$ cat config.mk
export PLATFORM = sky130hd
export DESIGN_NAME = step_ctrl
export DESIGN_NICKNAME = d
export VERILOG_FILES = /design/src/rtl/step_ctrl.sv
export SDC_FILE = /design/constraint.sdc
export NUM_CORES = 1
export LEC_CHECK = 0
export BUFFER_PORTS_ARGS = -buffer_cell sky130_fd_sc_hd__buf_4
export CORE_UTILIZATION = 26
export DETAILED_ROUTE_END_ITERATION = 12
export PLACE_DENSITY_LB_ADDON = 0.15
export SLEW_MARGIN = 0
export SYNTH_ARGS = -nofsm -noshare
export SYNTH_HDL_FRONTEND = slang
export SYNTH_SLANG_ARGS = --single-unit
$ cat constraint.sdc
create_clock -name clk -period 3.3 [get_ports clk]
set_input_delay 0.66 -clock clk [delete_from_list [all_inputs] [get_ports clk]]
set_output_delay 0.66 -clock clk [all_outputs]
set_load 0.01 [all_outputs]
$ cat src/rtl/step_ctrl.sv
// step_ctrl: multi-button step controller.
//   One shared sample-tick generator drives per-button 2-FF synchronizers,
//   debouncers and auto-repeat FSMs. Press/repeat events are held in a
//   one-bit-per-button pending register. A fixed-priority arbiter (lowest
//   index first) grants one event per clock as a one-cycle step pulse.
// Ports:
//   clk          system clock
//   reset        synchronous, active-high reset
//   btn_in       raw asynchronous button inputs (1 = pressed)
//   repeat_en    per-button auto-repeat enable
//   btn_level    debounced button levels
//   step_pulse   one-hot, one-cycle grant pulse
//   pulse_valid  high while step_pulse is nonzero
//   pulse_id     index of the granted button, 0 when pulse_valid is low
//   tick         one-cycle sample strobe
module step_ctrl #(
  parameter int N           = 4,
  parameter int DIV         = 200000,
  parameter int STABLE      = 4,
  parameter int REPEAT_DLY  = 250,
  parameter int REPEAT_RATE = 50,
  parameter int IW          = 2
) (
  input  logic          clk,
  input  logic          reset,
  input  logic [N-1:0]  btn_in,
  input  logic [N-1:0]  repeat_en,
  output logic [N-1:0]  btn_level,
  output logic [N-1:0]  step_pulse,
  output logic          pulse_valid,
  output logic [IW-1:0] pulse_id,
  output logic          tick
);

  localparam int TW   = (DIV > 1) ? $clog2(DIV) : 1;
  localparam int CW   = $clog2(STABLE + 1);
  localparam int RMAX = (REPEAT_DLY > REPEAT_RATE) ? REPEAT_DLY : REPEAT_RATE;
  localparam int RW   = $clog2(RMAX + 1);

  localparam logic [TW-1:0] TMAX    = TW'(DIV - 1);
  localparam logic [CW-1:0] CMAX    = CW'(STABLE - 1);
  localparam logic [RW-1:0] DLY_M1  = RW'(REPEAT_DLY - 1);
  localparam logic [RW-1:0] RATE_M1 = RW'(REPEAT_RATE - 1);

  typedef enum logic [1:0] {S_IDLE, S_HOLD, S_REPEAT} state_t;

  // Tick generator
  logic [TW-1:0] r_tcnt;
  logic          w_tick;

  assign w_tick = (r_tcnt == TMAX);
  assign tick   = w_tick;

  always_ff @(posedge clk) begin
    if (reset)       r_tcnt <= '0;
    else if (w_tick) r_tcnt <= '0;
    else             r_tcnt <= r_tcnt + 1'b1;
  end

  // Synchronizer and debounce
  logic [N-1:0]  r_sync1, r_sync2, r_level;
  logic [CW-1:0] r_dcnt [N];

  always_ff @(posedge clk) begin
    if (reset) begin
      r_sync1 <= '0;
      r_sync2 <= '0;
      r_level <= '0;
      for (int i = 0; i < N; i++) r_dcnt[i] <= '0;
    end else begin
      r_sync1 <= btn_in;
      r_sync2 <= r_sync1;
      if (w_tick) begin
        for (int i = 0; i < N; i++) begin
          // Any agreeing tick restarts the count, so glitches shorter than
          // STABLE ticks never reach btn_level.
          if (r_sync2[i] == r_level[i]) begin
            r_dcnt[i] <= '0;
          end else if (r_dcnt[i] == CMAX) begin
            r_level[i] <= r_sync2[i];
            r_dcnt[i]  <= '0;
          end else begin
            r_dcnt[i] <= r_dcnt[i] + 1'b1;
          end
        end
      end
    end
  end

  assign btn_level = r_level;

  // Repeat FSMs: state register
  state_t        r_state [N];
  state_t        w_state_nxt [N];
  logic [RW-1:0] r_rcnt [N];
  logic [RW-1:0] w_rcnt_nxt [N];
  logic [N-1:0]  w_set;

  always_ff @(posedge clk) begin
    if (reset) begin
      for (int i = 0; i < N; i++) begin
        r_state[i] <= S_IDLE;
        r_rcnt[i]  <= '0;
      end
    end else begin
      for (int i = 0; i < N; i++) begin
        r_state[i] <= w_state_nxt[i];
        r_rcnt[i]  <= w_rcnt_nxt[i];
      end
    end
  end

  // Repeat FSMs: next state. A low level forces IDLE from any state, so an
  // IDLE FSM seeing a high level is exactly a rising edge of btn_level.
  always_comb begin
    for (int i = 0; i < N; i++) begin
      w_state_nxt[i] = r_state[i];
      w_rcnt_nxt[i]  = r_rcnt[i];
      if (!r_level[i]) begin
        w_state_nxt[i] = S_IDLE;
        w_rcnt_nxt[i]  = '0;
      end else begin
        case (r_state[i])
          S_IDLE: begin
            w_state_nxt[i] = S_HOLD;
            w_rcnt_nxt[i]  = '0;
          end
          S_HOLD: begin
            // rcnt parks at DLY_M1 while repeat is disabled, so re-enabling
            // fires on the very next tick.
            if (w_tick) begin
              if (r_rcnt[i] == DLY_M1) begin
                if (repeat_en[i]) begin
                  w_state_nxt[i] = S_REPEAT;
                  w_rcnt_nxt[i]  = '0;
                end
              end else begin
                w_rcnt_nxt[i] = r_rcnt[i] + 1'b1;
              end
            end
          end
          S_REPEAT: begin
            if (!repeat_en[i]) begin
              w_state_nxt[i] = S_HOLD;
              w_rcnt_nxt[i]  = DLY_M1;
            end else if (w_tick) begin
              if (r_rcnt[i] == RATE_M1) w_rcnt_nxt[i] = '0;
              else                      w_rcnt_nxt[i] = r_rcnt[i] + 1'b1;
            end
          end
          default: begin
            w_state_nxt[i] = S_IDLE;
            w_rcnt_nxt[i]  = '0;
          end
        endcase
      end
    end
  end

  // Repeat FSMs: event outputs
  always_comb begin
    w_set = '0;
    for (int i = 0; i < N; i++) begin
      if (r_level[i]) begin
        case (r_state[i])
          S_IDLE:   w_set[i] = 1'b1;
          S_HOLD:   w_set[i] = w_tick && repeat_en[i] && (r_rcnt[i] == DLY_M1);
          S_REPEAT: w_set[i] = w_tick && repeat_en[i] && (r_rcnt[i] == RATE_M1);
          default:  w_set[i] = 1'b0;
        endcase
      end
    end
  end

  // Pending register and lowest-index-first arbiter
  logic [N-1:0]  r_pend, w_grant;
  logic [IW-1:0] w_id;
  logic [N-1:0]  r_step;
  logic          r_valid;
  logic [IW-1:0] r_id;

  // Isolate the lowest set bit.
  assign w_grant = r_pend & (~r_pend + 1'b1);

  always_comb begin
    w_id = '0;
    for (int k = N - 1; k >= 0; k--) begin
      if (r_pend[k]) w_id = IW'(k);
    end
  end

  always_ff @(posedge clk) begin
    if (reset) begin
      r_pend  <= '0;
      r_step  <= '0;
      r_valid <= 1'b0;
      r_id    <= '0;
    end else begin
      // Set is OR-ed after the clear so a same-cycle new event is kept.
      r_pend  <= (r_pend & ~w_grant) | w_set;
      r_step  <= w_grant;
      r_valid <= |r_pend;
      r_id    <= w_id;
    end
  end

  assign step_pulse  = r_step;
  assign pulse_valid = r_valid;
  assign pulse_id    = r_id;

endmodule

==> results.toml <==
[run_status]
status = "finished, final reports clean"

[yosys]
synth_seq_cells = 93
synth_xor_area_share_pct = 4.229
synth_top_cells_by_count = "dfxtp_1, nor2_1, nand3_1"
netlist_area_mm2 = 0.005177
synth_area_leader_cell = "dfxtp_1"
postSynth.asyncResetShare_pct = 0
yosysWarnings = 0
synthTopCellsByArea = "dfxtp_1, ha_1, edfxtp_1"
synthAdderAreaFrac_pct = 7.975
yosysMostFrequentCell = "dfxtp_1"
synth.distinct_cells = 62
synth_nets = 651
synth_top_family_by_area = "simple AND/OR/NAND/NOR gates"
syn_area_per_cell_um2 = 8.516
synth_edf_count = 12
synth_seq_area_share_pct = 38.28
synth_mux_area_share_pct = 1.957
syn_inst = 608
ys.flop_type = "dfxtp_1"
synthSimpleGateAreaFrac_pct = 24.38
synth_compound_area_share_pct = 18.83
synth_top_area_share_pct = 31.32

[sta]
finalHoldViolCount = 0
finalCritPeriodShare_pct = 84.20
rsz0062_at_grt = "false"
tightest_slew_ps = 850.4
timing.final.crit_period_ps = 2779
fmax_ghz = 0.3599
finalSetupViolations = 0
finalSetupTns_ps = 0
relSlewSlack_pct = 43.04
drv_slew = 0
skew_ps = 10.65

[cells_and_area]
drive_gt1_share_pct = 8.307
nets = 664
syn_to_final_growth_pct = 13.97
diodes = 0

[floorplan]
chipHeight_um = 143.1
ios = 22
initial_core_util_pct = 26.60
die_w_um = 143.1
die_area_mm2 = 0.02048
fp-row-count = 51
core_region_area_mm2 = 0.01946

[global_routing]
track_usage_pct = 13.67
grt_max_degree = 29
grt_pass1_vias = 4359
antenna_found_initial = 0
grt_pass1_wl_um = 22010
grt_overflow = 0

[pwr]
power.leakage_nw = 2.059
ir_drop_v = 0.0002454
p_total_w = 0.002235
p_per_area_mw_per_mm2 = 378.8

[routing]
via_count = 4506
vias_per_cell = 5.057
ant_nets = 0
routedWlPerCell_um = 14.46
drt-initial-drc-count = 241
drcViolationCount = 0
wirelength_um = 12880
dr.pass1.iters = 5

[placement]
numPortBuffers = 21
gp_congestion = 0.8247
dp_hpwl_um = 8975

[clocking]
cts_hold_buf = 0
cts-root-buf = "clkbuf_16"
cts_buffers = 9
post_cts_resized = 0
cts_tree = "yes"
h-tree-depth = 3
cts.reportedPaths.clkPinSlew_ps = 60
cts_setup_buffers = 0
insertion_delay_ps = 360
cts_num_sinks = 93
cts_buffer_depth = 2

[hold_path]
hold_class = "register to register"

[critical_path]
slowest_delay_ps = 350
critical-path-slowest-cell = "dfxtp_1"
cp-end-kind = "output port"
setup.worst_path.class = "register to output port"
critPathArrivalTime_ps = 2120
cpMostUsedCell = "buf_4"
critPathLaunchType = "register"
worst_ep_required_time_ps = 2640
cp_cell_sequence = "ha_1 -> nand2_1 -> nor2_1 -> buf_4 -> and3_1 -> buf_4"
cp_max_fo = 15

[run]
cap_violations = 0
sequential cells by signal, summed over array words and instances, names as in the netlist:
register,count
r_sync2,4
r_dcnt,12
r_pend,4
step_pulse,4
r_sync1,4
r_state,8
btn_level,4
r_rcnt,32
r_tcnt,18
pulse_id,2
pulse_valid,1
metal layers:
metal	up-vias	routed length, um	GRT usage (%)
met5	-	0	0
met4	0	216	4.980
li1	2257	-	-
met3	14	381	3.052
met2	68	5949	22.41
met1	2167	6335	17.48
worst max-delay path, delay by kind of cell, from the launching register on:
kind          cells  cell delay, ps
simple gates      3             740
fa+ha+maj         1             220
buf+inv           2             460
flops             1             350
power breakdown:
part | internal [W] | leakage, nW | switching (W) | total (W)
Combinational | 0.0000211 | 1.15 | 0.0000304 | 0.0000515
Clock | 0.000537 | 0.144 | 0.000481 | 0.00102
Sequential | 0.00116 | 0.768 | 0.00000684 | 0.00117
Total | 0.00172 | 2.06 | 0.000518 | 0.00224
cells by family after synthesis:
| group | count (synthesis) |
|---|---|
| AND/OR/NAND/NOR | 246 |
| AO/OA/AOI/OAI | 145 |
| flip-flops | 93 |
| buffers and inverters | 56 |
| adder cells (fa/ha/maj) | 33 |
| XOR/XNOR | 25 |
| multiplexers | 10 |
placed cells by master (no fill, tap or decap), types with 12 or more instances in the layout:
| cell type | count |
|---|---|
| dfxtp_1 | 81 |
| nor2_1 | 73 |
| nand3_1 | 41 |
| nand2_1 | 38 |
| ha_1 | 33 |
| inv_1 | 32 |
| a21oi_1 | 28 |
| buf_4 | 26 |
| o21ai_0 | 19 |
| a31oi_1 | 17 |
| xnor2_1 | 16 |
| nor2b_1 | 15 |
| nor3_1 | 15 |
| o31ai_1 | 15 |
| a211oi_1 | 15 |
| o211ai_1 | 14 |
| edfxtp_1 | 12 |
layout make-up:
cell class / instances / area, um^2
clock buffers: 10 / 239.0
fillers: 2055 / 13560
multi-input cells: 459 / 2989
flip-flops and latches: 93 / 1982
repair buffers: 26 / 195.2
inverters: 32 / 120.1
clock inverters: 6 / 43.79
well taps: 265 / 331.6
path summary, 6_finish.rpt:
kind              startpoint           end  slack, ps  depth (start not counted)
setup / recovery   r_tcnt[0]          tick        520                          6
hold / removal    r_sync1[0]    r_sync2[0]        440                          1
setup reg to reg   r_tcnt[7]  r_rcnt[2][4]        760                          5
hold reg to reg   r_sync1[0]    r_sync2[0]        440                          1
stage by stage:
stage                     setup WS [ps]  cell area (um^2)  util [%]  hold WS (ps)  cells
after floorplan                    1002              5177         -         413.8    608
after CTS                         471.2              5901     30.32         438.6    891
after global placement            721.8              5618     28.87         417.3    875
after global routing              384.2              5901     30.32         453.3    891
after detailed placement          709.9              5618     28.87         423.1    875
final                             521.5              5901     30.32         435.9    891
(Power assumes the default switching activity.)
